[config.mk]
export PLATFORM = sky130hd
export DESIGN_NAME = vector_sweep_driver
export DESIGN_NICKNAME = d
export VERILOG_FILES = /design/src/rtl/vector_sweep_driver.sv
export SDC_FILE = /design/constraint.sdc
export NUM_CORES = 1
export LEC_CHECK = 0
export CORE_AREA = 3 3 83 85
export CTS_CLUSTER_DIAMETER = 100
export DETAILED_ROUTE_END_ITERATION = 8
export DIE_AREA = 0 0 86 88
export GPL_TIMING_DRIVEN = 0
export HOLD_SLACK_MARGIN = 0.15
export MAX_ROUTING_LAYER = met4
export PLACE_DENSITY = 0.9
export REMOVE_ABC_BUFFERS = 1
export SLEW_MARGIN = 20
export SYNTH_ARGS = -nofsm -noshare
export SYNTH_HDL_FRONTEND = slang
export SYNTH_SLANG_ARGS = --single-unit
[constraint.sdc]
create_clock -name clk -period 6.3 [get_ports clk]
set_clock_uncertainty 0.05 [all_clocks]
set_input_delay 0.945 -clock clk [delete_from_list [all_inputs] [get_ports clk]]
set_output_delay 0.945 -clock clk [all_outputs]
set_load 0.1 [all_outputs]
[src/rtl/vector_sweep_driver.sv]
// Sweep driver for the 4-input f/g/h logic block: steps x1..x4 through all 16 vectors,
// captures each {f,g,h} response, counts mismatches against the golden equations and keeps the results.
module vector_sweep_driver #(
    parameter int SETTLE = 2
) (
    input  logic       clk,
    input  logic       rst,
    input  logic       start,
    output logic       x1,
    output logic       x2,
    output logic       x3,
    output logic       x4,
    input  logic       f_in,
    input  logic       g_in,
    input  logic       h_in,
    output logic       busy,
    output logic       done,
    output logic [4:0] mismatch_cnt,
    input  logic [3:0] rd_addr,
    output logic [2:0] rd_data
);

    localparam logic [3:0] SETTLE_LAST = 4'(SETTLE - 1);

    typedef enum logic [1:0] {
        S_IDLE,
        S_SETTLE,
        S_SAMPLE,
        S_FINISH
    } state_t;

    state_t     state_q;
    logic [3:0] idx_q;
    logic [3:0] settle_cnt_q;
    logic [3:0] x_q;
    logic       busy_q;
    logic       done_q;
    logic [4:0] mismatch_q;
    logic [2:0] mem_q [16];
    logic [2:0] rd_data_q;

    logic [2:0] resp_d;
    logic       miss_d;
    logic [4:0] mismatch_d;

    function automatic logic [2:0] golden_fgh(input logic [3:0] v);
        logic g;
        logic h;
        g = (v[3] & v[1]) | (v[2] & v[0]);
        h = (v[3] | v[1]) & (v[2] | v[0]);
        return {g | h, g, h};
    endfunction

    assign resp_d     = {f_in, g_in, h_in};
    assign miss_d     = (resp_d != golden_fgh(idx_q));
    assign mismatch_d = mismatch_q + {4'd0, miss_d};

    // Sequencer: x, busy and done are registered alongside the state so they change on the same edge.
    always_ff @(posedge clk or posedge rst) begin
        if (rst) begin
            state_q      <= S_IDLE;
            idx_q        <= '0;
            settle_cnt_q <= '0;
            x_q          <= '0;
            busy_q       <= 1'b0;
            done_q       <= 1'b0;
            mismatch_q   <= '0;
        end else begin
            case (state_q)
                S_IDLE: begin
                    done_q <= 1'b0;
                    if (start) begin
                        state_q      <= S_SETTLE;
                        idx_q        <= '0;
                        settle_cnt_q <= '0;
                        mismatch_q   <= '0;
                        x_q          <= '0;
                        busy_q       <= 1'b1;
                    end
                end
                S_SETTLE: begin
                    if (settle_cnt_q == SETTLE_LAST) begin
                        state_q <= S_SAMPLE;
                    end else begin
                        settle_cnt_q <= settle_cnt_q + 4'd1;
                    end
                end
                S_SAMPLE: begin
                    mismatch_q <= mismatch_d;
                    if (idx_q == 4'd15) begin
                        state_q <= S_FINISH;
                        busy_q  <= 1'b0;
                        done_q  <= 1'b1;
                        x_q     <= '0;
                    end else begin
                        state_q      <= S_SETTLE;
                        idx_q        <= idx_q + 4'd1;
                        x_q          <= idx_q + 4'd1;
                        settle_cnt_q <= '0;
                    end
                end
                S_FINISH: begin
                    done_q  <= 1'b0;
                    state_q <= S_IDLE;
                end
                default: begin
                    state_q <= S_IDLE;
                    busy_q  <= 1'b0;
                    done_q  <= 1'b0;
                end
            endcase
        end
    end

    // Result memory: the read samples the pre-write contents, so a same-edge write returns the old entry.
    always_ff @(posedge clk or posedge rst) begin
        if (rst) begin
            for (int i = 0; i < 16; i++) begin
                mem_q[i] <= '0;
            end
            rd_data_q <= '0;
        end else begin
            rd_data_q <= mem_q[rd_addr];
            if (state_q == S_SAMPLE) begin
                mem_q[idx_q] <= resp_d;
            end
        end
    end

    assign x1           = x_q[3];
    assign x2           = x_q[2];
    assign x3           = x_q[1];
    assign x4           = x_q[0];
    assign busy         = busy_q;
    assign done         = done_q;
    assign mismatch_cnt = mismatch_q;
    assign rd_data      = rd_data_q;

endmodule

* After elaboration in Yosys (flattened, before gate mapping)
Cells that the tools add are included.
Cells by class: add/subtract/negate cells 3, order comparisons 3, equal/unequal tests 11, muxes and demuxes 25, bitwise gates (word level) 9, reduce and logical (&&, ||, !) cells 12
Operators with widths (number):
- 48-bit bitwise mux | 1
- 4-bit 2-to-1 mux | 5
- 4-bit one-hot mux with 2 select lines | 2
- 3-bit binary-select mux with 4-bit select | 1
- 3-bit demux with 4-bit select | 1
- 4-bit one-hot mux with 3 select lines | 1
- 5-bit greater-or-equal comparator (second input constant) | 2
- 2-bit != test (second input constant) | 5
- 4-bit NOT with 5-bit output | 2
- 5-bit one-hot mux with 2 select lines | 1
- 3-bit 2-to-1 mux | 3
- 4-bit by 1-bit adder with 4-bit output (second input constant) | 2
- 2-bit one-hot mux with 4 select lines | 1
- 2-bit 2-to-1 mux | 3
- 2-bit AND reduction | 3
- 3-bit AND reduction | 2
- 5-bit by 1-bit adder with 5-bit output | 1
- 5-bit by 1-bit < comparator with 1-bit output (second input constant) | 1
- 5-bit 2-to-1 mux | 1
- 2-bit equality test (second input constant) | 2
- 4-bit by 1-bit equality test with 1-bit output (second input constant) | 1
- 4-bit equality test (second input constant) | 1
- 1-bit OR | 4
- 1-bit one-hot mux with 2 select lines | 2
- 10 further kinds | 15
Word-level totals: register bits after elaboration 72, input port bits 10, logic and storage cells 87

* Longest topological paths before layout
Gate-level depths: netlist of run 1.
depth in word-level cells 6, gate-level depth with buffers 10

* Worst setup path before layout of run 1
OpenSTA, ideal clock, no wires.
kind input to register, from in h_in, to reg mismatch_q[1] (netlist: mismatch_cnt[1]), library setup time 0.134 ns, arrival time 2.298 ns, required time 6.116 ns, path slack 3.818 ns, stages on the path 9, path buffers 1, path through clkbuf_1 -> nor2_1 -> mux2i_1 -> nor3_1 -> o32ai_1 -> ha_1 -> ha_1 -> a32oi_1 -> o21ai_0
On the way: word-level cells in the longest chain between the ends 3
RTL lines:
- from (decl) | RTL line 15 | input logic h_in,
- 3-bit != test | RTL line 55 | assign miss_d = (resp_d != golden_fgh(idx_q));
- 5-bit by 1-bit adder with 5-bit output | RTL line 56 | assign mismatch_d = mismatch_q + {4'd0, miss_d};
- 5-bit one-hot mux with 2 select lines | RTL line 69 | case (state_q)
- to (signal assigned) | RTL line 89 | mismatch_q <= mismatch_d;
- to (decl) | RTL line 38 | logic [4:0] mismatch_q;
Every way passes these cells. A chain may end at the register's enable or synchronous reset.

* Worst setup path in the final report of run 1
Same ends and word-level chain as after synthesis.

==> results of run 1 <==
flip-flops by register name, indices dropped and copies added (netlist names):
signal        count
done              1
mem_q            48
rd_data           3
mismatch_cnt      5
x_q               4
busy              1
idx_q             4
settle_cnt_q      4
state_q           2
where the power goes:
part           total, mW  switching, mW  leakage [nW]  internal (mW)
registers          0.680         0.0987         0.878          0.581
clock network      0.406          0.174         0.112          0.232
logic              0.694          0.423         0.884          0.271
total               1.78          0.696          1.87           1.08
synth_stat cells, types with 2 or more instances:
cell type | count | area [µm²]
mux2_2 | 49 | 552
buf_2 | 5 | 25.0
mux4_2 | 4 | 90.1
mux2i_1 | 6 | 60.1
a21oi_1 | 5 | 25.0
a211o_1 | 2 | 17.5
a21o_1 | 7 | 52.6
and3b_1 | 2 | 17.5
clkbuf_1 | 5 | 18.8
o22ai_1 | 2 | 12.5
mux4_1 | 8 | 210
nor2_1 | 5 | 18.8
ha_1 | 12 | 150
a22o_1 | 5 | 43.8
nor3_1 | 6 | 30.0
a32oi_1 | 2 | 17.5
xor2_1 | 3 | 26.3
nor2b_1 | 5 | 31.3
a31oi_1 | 2 | 12.5
dfrtp_1 | 72 | 1800
inv_1 | 8 | 30.0
nand3_1 | 19 | 95.1
and3_1 | 3 | 18.8
nand2_1 | 14 | 52.6
o21ai_0 | 6 | 30.0
buf_4 | 7 | 52.6
o32ai_1 | 2 | 17.5
a22oi_1 | 2 | 15.0
nand4_1 | 3 | 18.8
final timing paths:
| kind | startpoint | end | cells after the start |
|---|---|---|---|
| hold reg to reg | busy | busy | 1 |
| setup / recovery | h_in | mismatch_cnt[1] | 9 |
| setup reg to reg | idx_q[2] | mismatch_cnt[4] | 9 |
| min in group asynchronous | rst | idx_q[2] | 2 |
| hold / removal | busy | busy | 1 |
| max in group asynchronous | rst | mem_q[4] | 3 |
layer usage:
layer	vias up	track usage [%]	share of wire (%)
met5	-	-	0
met4	0	9.06	2.0
met3	12	4.70	5.0
met2	62	35.5	48
met1	1237	28.1	45
li1	1118	-	-
area by class of cell:
| cell class | instances | area (µm²) | share of cell area [%] |
|---|---|---|---|
| Clock buffer | 10 | 138 | 3.28 |
| Clock inverter | 6 | 82.6 | 1.97 |
| Inverter | 8 | 32.5 | 0.775 |
| Multi-Input combinational cell | 190 | 1800 | 42.8 |
| Sequential cell | 72 | 1800 | 42.9 |
| Tap cell | 77 | 96.3 | 2.30 |
| Timing Repair Buffer | 24 | 250 | 5.96 |
cell families (layout without fill, tap and decap cells):
group	Yosys count	after routing
compound gates	39	39
xor+xnor	3	3
fa+ha+maj	13	13
buf+inv	26	48
flops	72	72
mux	68	68
simple gates	67	67
stage by stage:
stage	total power, mW	setup WS, ps	hold WS, ps	util [%]
6_report	1.78	3270	448	66.9
5_1_grt	1.87	3060	474	66.9
4_1_cts	1.78	3280	451	66.9
3_5_place_dp	1.38	2930	434	63.3
3_3_place_gp	1.34	2400	417	62.9
2_1_floorplan	1.20	3480	420	-
==> key figures, run 1 <==
Critical path
  • Most used cell, CP: ha_1
  • Worst Setup Start Kind: input pin
  • Crit-path slowest cell: clkdlybuf4s50_1
  • Crit-path cells: clkdlybuf4s50_1, nor2_1, mux2i_1, nor3_1, o32ai_1, ha_1, ha_1, a32oi_1, o21ai_0
  • Worst-path maximum fanout: 19
  • R2R Setup Slk: 3700 ps
  • Worst path max stage delay: 770 ps
  • Critical path endpoint category: flip-flop
  • CP top delay family: buffers and inverters
  • CP Data Required Time: 6470 ps
  • Worst path buffer plus inverter count: 1
  • Arr. time, crit path: 3200 ps
  • Critical path class: in -> reg

Place
  • Port Buf Inserts: 23
  • Cell total after placement: 371
  • RePlAce Congestion: 0.821
  • Post-DP HPWL: 4.90 mm
  • Placed Area: 3980 µm²

Clock tree
  • CTS tree: done
  • Cts bufs inserted: 9
  • Clk_lat worst skew: 350 ps
  • Clock H-tree levels: 3
  • Sink Count: 72
  • Post CTS Setup Buffer Count: 0
  • Root buffer cell: clkbuf_8
  • CTS Buffer Depth: 2
  • Clock slew at reported path FFs: 80 ps
  • Post-CTS Hold Buffers: 0
  • Post-CTS sizing: 0

Yosys
  • FF+latch count, synth: 72
  • Ys flop type: dfrtp_1
  • Cells after synthesis: 288
  • Largest family of logic cells by synthesized area: multiplexers
  • Synth Area in Compound Gates: 7.51%
  • Library cells used by synthesis: 46
  • Cell Area, Synth: 3730 µm²
  • Asr flop ratio synth: 100%
  • Post-synth EDFFs: 0
  • Area share of fa/ha/maj cells after synthesis: 4.29%
  • Yosys warning count: 0
  • Syn Area/Cell: 13.0 µm²
  • Synth Area in Simple Gates: 10.5%
  • Mux contribution to synthesized area: 25.0%
  • Post-synthesis sequential area ratio: 48.3%
  • Post-Synth XOR/XNOR Area: 0.704%

GRT
  • Tot GR Track Use: 22.4%
  • First-pass GRT wire length: 12.4 mm
  • Initial antenna violation count: 0
  • Vias in the first global route: 2467
  • Largest net degree at the start of global routing: 45
  • Remaining Overflow, GRT: 0

Finish
  • Area growth, synth to finish: 12.4%
  • Most common cell after layout, fill and taps aside: dfrtp_1
  • Final Cell Area: 4200 µm²
  • Commonest non-fill, non-tap cells in the layout: dfrtp_1, mux2_2, clkdlybuf4s50_1
  • Finished Layout Cells: 387
  • Antenna Diode Count: 0
  • FILL cells: 438
  • Fin nets: 327
  • Share of cells above drive strength 1: 24.8%

Die
  • Core area: 6280 µm²
  • Die area: 7570 µm²
  • Num ports: 24
  • Die Wd: 86 µm
  • Rows: 29
  • Die span in y: 88 µm
  • Starting Density: 59.5%

Timing
  • Final Cycle Share: 48.1%
  • Min cycle time layout: 3030 ps
  • Fin Setup TNS: 0 ps
  • Final hold vios: 0
  • Max-slew violations: 0
  • Unrepaired setup endpoints after global routing: no
  • Max Freq: 0.330 GHz
  • Slew @ Worst Pin: 973 ps
  • Worst slew margin: 34.9%
  • # setup viols final: 0

Routing
  • 1st-pass router iterations: 5
  • Vias post-DR: 2429
  • DRT Wirelength: 7.39 mm
  • Iter 0 DRT Violations: 265
  • Drt wl/cell: 19.1 µm
  • Final ANT Viol Nets: 0
  • # DRC: 0
  • Vias per cell: 6.28

Worst hold path
  • Hold Path Class: reg -> reg

Power
  • Static leakage: 1.87 nW
  • Power Density: 424 nW/µm²
  • Worst IR drop on VDD: 0.000270 V

Run
  • Max Cap Viol: 0

Outcome
  • Status: complete, no violations
Note: power is estimated with default switching activity, not from simulation.
==> inputs of run 2 (changes only) <==
Settings changed: CORE_AREA 3 3 83 85 to 3 3 84 86, DIE_AREA 0 0 86 88 to 0 0 87 89, PLACE_DENSITY 0.9 to 0.88.
Clock period 6.3 ns to 2.8 ns, I/O delays scaled along.
==> run 2 against run 1 <==
Effect of this change:
- non-clock buffer count is the same
- worst hold slack lost 130 ps
- global-route usage grew 0.58 points
- combinational power grew 130%
- wire length grew 2.5%
- flip-flop and latch count is the same
- worst setup slack lost 3100 ps
- critical path depth grew 1
- die area grew 2.3%
==> key figures, run 2 (synthesized netlist as in run 1, its figures left out) <==
Outcome
  • Status: complete, no violations (unchanged)

Die
  • Die span in y: 89 µm (was 88 µm)
  • Starting Density: 58.8% (was 59.5%)
  • Num ports: 24 (unchanged)
  • Die area: 7740 µm² (was 7570 µm²)
  • Die Wd: 87 µm (was 86 µm)
  • Rows: 29 (unchanged)
  • Core area: 6350 µm² (was 6280 µm²)

Worst hold path
  • Hold Path Class: in -> async (was reg -> reg)

Routing
  • Vias post-DR: 2419 (was 2429)
  • Drt wl/cell: 19.6 µm (was 19.1 µm)
  • Vias per cell: 6.25 (was 6.28)
  • DRT Wirelength: 7.57 mm (was 7.39 mm)
  • # DRC: 0 (unchanged)
  • 1st-pass router iterations: 5 (unchanged)
  • Iter 0 DRT Violations: 245 (was 265)
  • Final ANT Viol Nets: 0 (unchanged)

Place
  • Post-DP HPWL: 5.09 mm (was 4.90 mm)
  • Port Buf Inserts: 23 (unchanged)
  • Dpl ws: -95.4 ps (was 2930 ps)
  • RePlAce Congestion: 0.777 (was 0.821)
  • Placed Area: 3980 µm² (about the same)

Critical path
  • Worst path max stage delay: 890 ps (was 770 ps)
  • Arr. time, crit path: 2780 ps (was 3200 ps)
  • Critical path class: in -> reg (unchanged)
  • Crit-path cells: clkdlybuf4s50_1, nor2_1, mux2i_1, nor3_1, o32ai_1, ha_1, ha_1, nand3_1, a21oi_1, o32ai_1 (was clkdlybuf4s50_1, nor2_1, mux2i_1, nor3_1, o32ai_1, ha_1, ha_1, a32oi_1, o21ai_0)
  • Worst path buffer plus inverter count: 1 (unchanged)
  • Worst-path maximum fanout: 19 (unchanged)
  • Worst Reg-to-Reg Cells: 9 (unchanged)
  • Worst Setup Start Kind: input pin (unchanged)
  • Critical path endpoint category: flip-flop (unchanged)
  • Worst Setup SP: h_in (unchanged)
  • CP Data Required Time: 2980 ps (was 6470 ps)
  • CP top delay family: buffers and inverters (unchanged)
  • Crit-path slowest cell: clkdlybuf4s50_1 (unchanged)
  • R2r startpoint: idx_q[2] (unchanged)
  • Crit path depth: 10 (was 9)

Timing
  • Slew @ Worst Pin: 984 ps (was 973 ps)
  • Max Freq: 0.385 GHz
  • Max-slew violations: 0 (unchanged)
  • Final hold vios: 0 (unchanged)
  • Setup WS post-layout: 201 ps (was 3270 ps)
  • Worst slew margin: 34.2% (was 34.9%)
  • # setup viols final: 0 (unchanged)
  • Final Cycle Share: 92.8%
  • Min cycle time layout: 2600 ps

Clock tree
  • Clock slew at reported path FFs: 80 ps (about the same)
  • Clk_lat worst skew: 360 ps (was 350 ps)
  • Clock H-tree levels: 3 (unchanged)
  • Sink Count: 72 (unchanged)
  • Root buffer cell: clkbuf_8 (unchanged)
  • CTS tree: done (unchanged)
  • Cts bufs inserted: 9 (unchanged)
  • Post-CTS Hold Buffers: 0 (unchanged)
  • CTS Buffer Depth: 2 (unchanged)

Finish
  • Area growth, synth to finish: 13.1% (was 12.4%)
  • Antenna Diode Count: 0 (unchanged)
  • Most flop-heavy register: mem_q (unchanged)
  • Max FFs per register: 48 (unchanged)
  • Share of cells above drive strength 1: 25.2% (was 24.8%)
  • Commonest non-fill, non-tap cells in the layout: dfrtp_1, mux2_2, clkdlybuf4s50_1 (unchanged)
  • Most common cell after layout, fill and taps aside: dfrtp_1 (unchanged)
  • Utilization after layout: 66.5% (was 66.9%)
  • Fin nets: 327 (unchanged)
  • FILL cells: 450 (was 438)
  • Final Cell Area: 4220 µm² (was 4200 µm²)

Run
  • Max Cap Viol: 0 (unchanged)

Power
  • Worst IR drop on VDD: 0.000555 V (was 0.000270 V)
  • Power Density: 969 nW/µm² (was 424 nW/µm²)
  • Overall Power: 4.09 mW (was 1.78 mW)
  • Static leakage: 1.88 nW (was 1.87 nW)

GRT
  • Largest net degree at the start of global routing: 53 (was 45)
  • First-pass GRT wire length: 13.0 mm (was 12.4 mm)
  • Vias in the first global route: 2548 (was 2467)
  • Remaining Overflow, GRT: 0 (unchanged)
  • Tot GR Track Use: 22.9% (was 22.4%)
  • Initial antenna violation count: 0 (unchanged)
[run 2: through the flow]
step	TNS (ps)	hold slack [ps]	std cells
final	0	315	387
after global routing	-3.97	327	387
after floorplan	0	420	270
after CTS	0	319	387
after global placement	-41250	417	370
after detailed placement	-197	436	371
[run 2: area by class of cell]
| class | instances | area [µm²] | share of cell area (%) |
|---|---|---|---|
| well taps | 77 | 96.3 | 2.28 |
| inverters | 8 | 32.5 | 0.771 |
| clock inverters | 6 | 108 | 2.55 |
| clock buffers | 10 | 128 | 3.02 |
| multi-input cells | 190 | 1800 | 42.5 |
| repair buffers | 24 | 258 | 6.11 |
| flip-flops and latches | 72 | 1800 | 42.7 |
[run 2: path summary, 6_finish.rpt]
check	to	slack (ps)
max in group asynchronous	idx_q[2]	1840
setup reg to reg	mismatch_cnt[4]	290
hold reg to reg	mem_q[9]	450
setup / recovery	mismatch_cnt[4]	200
hold / removal	idx_q[1]	310
min in group clk	mem_q[9]	450
[run 2: power by group]
part           leakage, nW  internal [mW]  switching (mW)
Combinational        0.887          0.612           0.961
Sequential           0.875           1.31           0.225
Clock                0.116          0.589           0.393
[run 2: repair_timing]
item                                    CTS  global route
endpoints found under the setup margin    0             2
buffers inserted                          0             0
gates resized for setup                   0             2
[run 2: metal layers]
layer  wire (µm)  up-vias  global-route usage, %
met1        3190     1221                   29.1
met4         132        0                   8.22
met2        3890       66                   37.0
li1            -     1111                      -
met5           0        -                      -
met3         359       21                   4.42
==> inputs of run 3 (changes only) <==
Settings changed: CAP_MARGIN set to 20, CORE_AREA 3 3 84 86 to 3 3 88 90, DIE_AREA 0 0 87 89 to 0 0 91 93, PLACE_DENSITY 0.88 to 0.85.
Clock period 2.8 ns to 2.25 ns, I/O delays scaled along.
==> run 3 against run 2 <==
Effect of this change:
- clock-buffer cell count unchanged
- final cell count increased by 9.0%
- die area increased by 9.3%
- worst setup slack got worse by 200 ps
- flip-flop and latch count unchanged
- critical endpoint is now mismatch_cnt[3]
- largest cell class is now multi-input gates
- highest routed layer unchanged
==> key figures, run 3 (synthesized netlist as in run 1, its figures left out) <==
Critical path
  • Arr. time, crit path: 2440 ps (was 2780 ps)
  • Crit-path cells: maj3_1, nor2_1, o32ai_2, ha_2, buf_4, nand3_1, nor3_1, a21o_1, a22o_1 (was clkdlybuf4s50_1, nor2_1, mux2i_1, nor3_1, o32ai_1, ha_1, ha_1, nand3_1, a21oi_1, o32ai_1)
  • R2R Path End: mismatch_cnt[3] (was mismatch_cnt[4])
  • CP Data Required Time: 2440 ps (was 2980 ps)
  • R2R Setup Slk: 1 ps (was 290 ps)
  • CP top delay family: adder cells (was buffers and inverters)
  • Worst-path maximum fanout: 12 (was 19)
  • Crit path to: mismatch_cnt[3] (was mismatch_cnt[4])
  • Critical path endpoint category: flip-flop (unchanged)
  • Worst Reg-to-Reg Cells: 9 (unchanged)
  • Worst path max stage delay: 560 ps (was 890 ps)
  • Worst path buffer plus inverter count: 1 (unchanged)
  • Crit-path slowest cell: dfrtp_4 (was clkdlybuf4s50_1)
  • Crit path depth: 9 (was 10)
  • R2r startpoint: idx_q[3] (was idx_q[2])
  • Worst Setup SP: idx_q[3] (was h_in)
  • Worst Setup Start Kind: flip-flop (was input pin)
  • Critical path class: reg -> reg (was in -> reg)

Power
  • Power Density: 1160 nW/µm² (was 969 nW/µm²)
  • Overall Power: 5.05 mW (was 4.09 mW)
  • Static leakage: 1.99 nW (was 1.88 nW)
  • Worst IR drop on VDD: 0.000480 V (was 0.000555 V)

Timing
  • Slew @ Worst Pin: 975 ps (was 984 ps)
  • Fin Hold WS: 209 ps (was 315 ps)
  • Worst slew margin: 34.9% (was 34.2%)
  • # setup viols final: 0 (unchanged)
  • Max-slew violations: 0 (unchanged)
  • Final Cycle Share: 99.9%
  • Max Freq: 0.445 GHz
  • Fin Setup TNS: 0 ps (unchanged)
  • Min cycle time layout: 2250 ps
  • Final hold vios: 0 (unchanged)

Die
  • Num ports: 24 (unchanged)
  • Starting Density: 52.3% (was 58.8%)
  • Die span in y: 93 µm (was 89 µm)
  • Die area: 8460 µm² (was 7740 µm²)
  • Rows: 31 (was 29)
  • Die Wd: 91 µm (was 87 µm)
  • Core area: 7140 µm² (was 6350 µm²)

GRT
  • Initial antenna violation count: 0 (unchanged)
  • First-pass GRT wire length: 11.9 mm (was 13.0 mm)
  • Tot GR Track Use: 18.4% (was 22.9%)
  • Remaining Overflow, GRT: 0 (unchanged)
  • Vias in the first global route: 2433 (was 2548)
  • Largest net degree at the start of global routing: 61 (was 53)

Routing
  • Iter 0 DRT Violations: 213 (was 245)
  • 1st-pass router iterations: 4 (was 5)
  • Drt wl/cell: 18.1 µm (was 19.6 µm)
  • # DRC: 0 (unchanged)
  • Vias per cell: 5.91 (was 6.25)
  • DRT Wirelength: 7.63 mm (was 7.57 mm)
  • Final ANT Viol Nets: 0 (unchanged)
  • Vias post-DR: 2493 (was 2419)

Finish
  • Area growth, synth to finish: 17.1% (was 13.1%)
  • Most flop-heavy register: mem_q (unchanged)
  • Most common cell after layout, fill and taps aside: dfrtp_1 (unchanged)
  • Share of cells above drive strength 1: 31.9% (was 25.2%)
  • Max FFs per register: 48 (unchanged)
  • Fin nets: 340 (was 327)
  • Antenna Diode Count: 0 (unchanged)
  • Commonest non-fill, non-tap cells in the layout: dfrtp_1, mux2_2, nand3_1 (was dfrtp_1, mux2_2, clkdlybuf4s50_1)

Clock tree
  • Post-CTS Hold Buffers: 0 (unchanged)
  • Clk_lat worst skew: 350 ps (was 360 ps)
  • Cts bufs inserted: 9 (unchanged)
  • CTS Buffer Depth: 2 (unchanged)
  • Clock H-tree levels: 3 (unchanged)
  • CTS tree: done (unchanged)
  • Root buffer cell: clkbuf_8 (unchanged)
  • Sink Count: 72 (unchanged)
  • Clock slew at reported path FFs: 80 ps (about the same)

Place
  • RePlAce Congestion: 0.803 (was 0.777)
  • Post-DP HPWL: 4.74 mm (was 5.09 mm)
  • Port Buf Inserts: 23 (unchanged)

Run
  • Max Cap Viol: 0 (unchanged)

Worst hold path
  • Hold Path Class: in -> async (unchanged)

Outcome
  • Status: complete, no violations (unchanged)
run 3: cell types whose count changed in the layout (fill, tap and decap cells not counted), moves of 3 or more:
cell	delta
buf_4	+11
dlymetal6s2s_1	+3
dlygate4sd2_1	+8
clkbuf_2	+3
clkdlybuf4s50_1	-12
run 3: where the power goes:
part / internal (mW) / leakage (nW) / switching, mW
Clock: 0.506 / 0.0920 / 0.484
Combinational: 0.867 / 1.03 / 1.30
Sequential: 1.64 / 0.871 / 0.258
Total: 3.01 / 1.99 / 2.04
run 3: worst min-delay path by stage:
stage / from / end / slack (ps) / cells after the start
detailed placement: x_q[0] / x_q[0] / 430 / 2
floorplan: mem_q[16] / mem_q[16] / 420 / 1
global placement: x_q[3] / x_q[3] / 420 / 1
global route: rst / mismatch_cnt[0] / 210 / 2
CTS: rst / x_q[2] / 200 / 2
finish: rst / mismatch_cnt[0] / 210 / 2
run 3: what timing repair did:
item	CTS	global route
hold endpoints to repair	0	0
buffers inserted	1	12
pin swaps	0	4
gates resized for setup	17	16
setup endpoints to repair	22	5
run 3: final cells by class:
type | instances | area [µm²]
Clock buffer | 10 | 128
Clock inverter | 6 | 60.1
Fill cell | 542 | 2770
Inverter | 8 | 32.5
Multi-Input combinational cell | 190 | 1870
Sequential cell | 72 | 1810
Tap cell | 99 | 124
Timing Repair Buffer | 37 | 343
run 3: worst register-to-register path, delay by kind of cell, from the launching register on:
kind,cells,cell delay [ps]
AOI/OAI and AO/OA,3,450
adders and majority gates,2,640
DFF,1,560
buffers and inverters,1,130
and+or+nand+nor,3,300
run 3: per-stage QoR:
stage	cell area, µm²	worst slack, ps	instances	utilization [%]
after floorplan	3620	-85.8	270	-
after global placement	3980	-1060	392	55.8
after detailed placement	4010	-624	393	56.2
after CTS	4230	-10.3	410	59.2
after global routing	4370	-42.0	422	61.2
final	4370	1.26	422	61.2
run 3: routing by layer:
layer  part of all wire [%]  vias to the layer above  track usage (%)
met1                     45                     1279             23.5
met4                    2.4                        0             8.04
met2                     49                       57             29.2
met5                      0                        -                -
li1                       -                     1143                -
met3                    3.7                       14             3.06
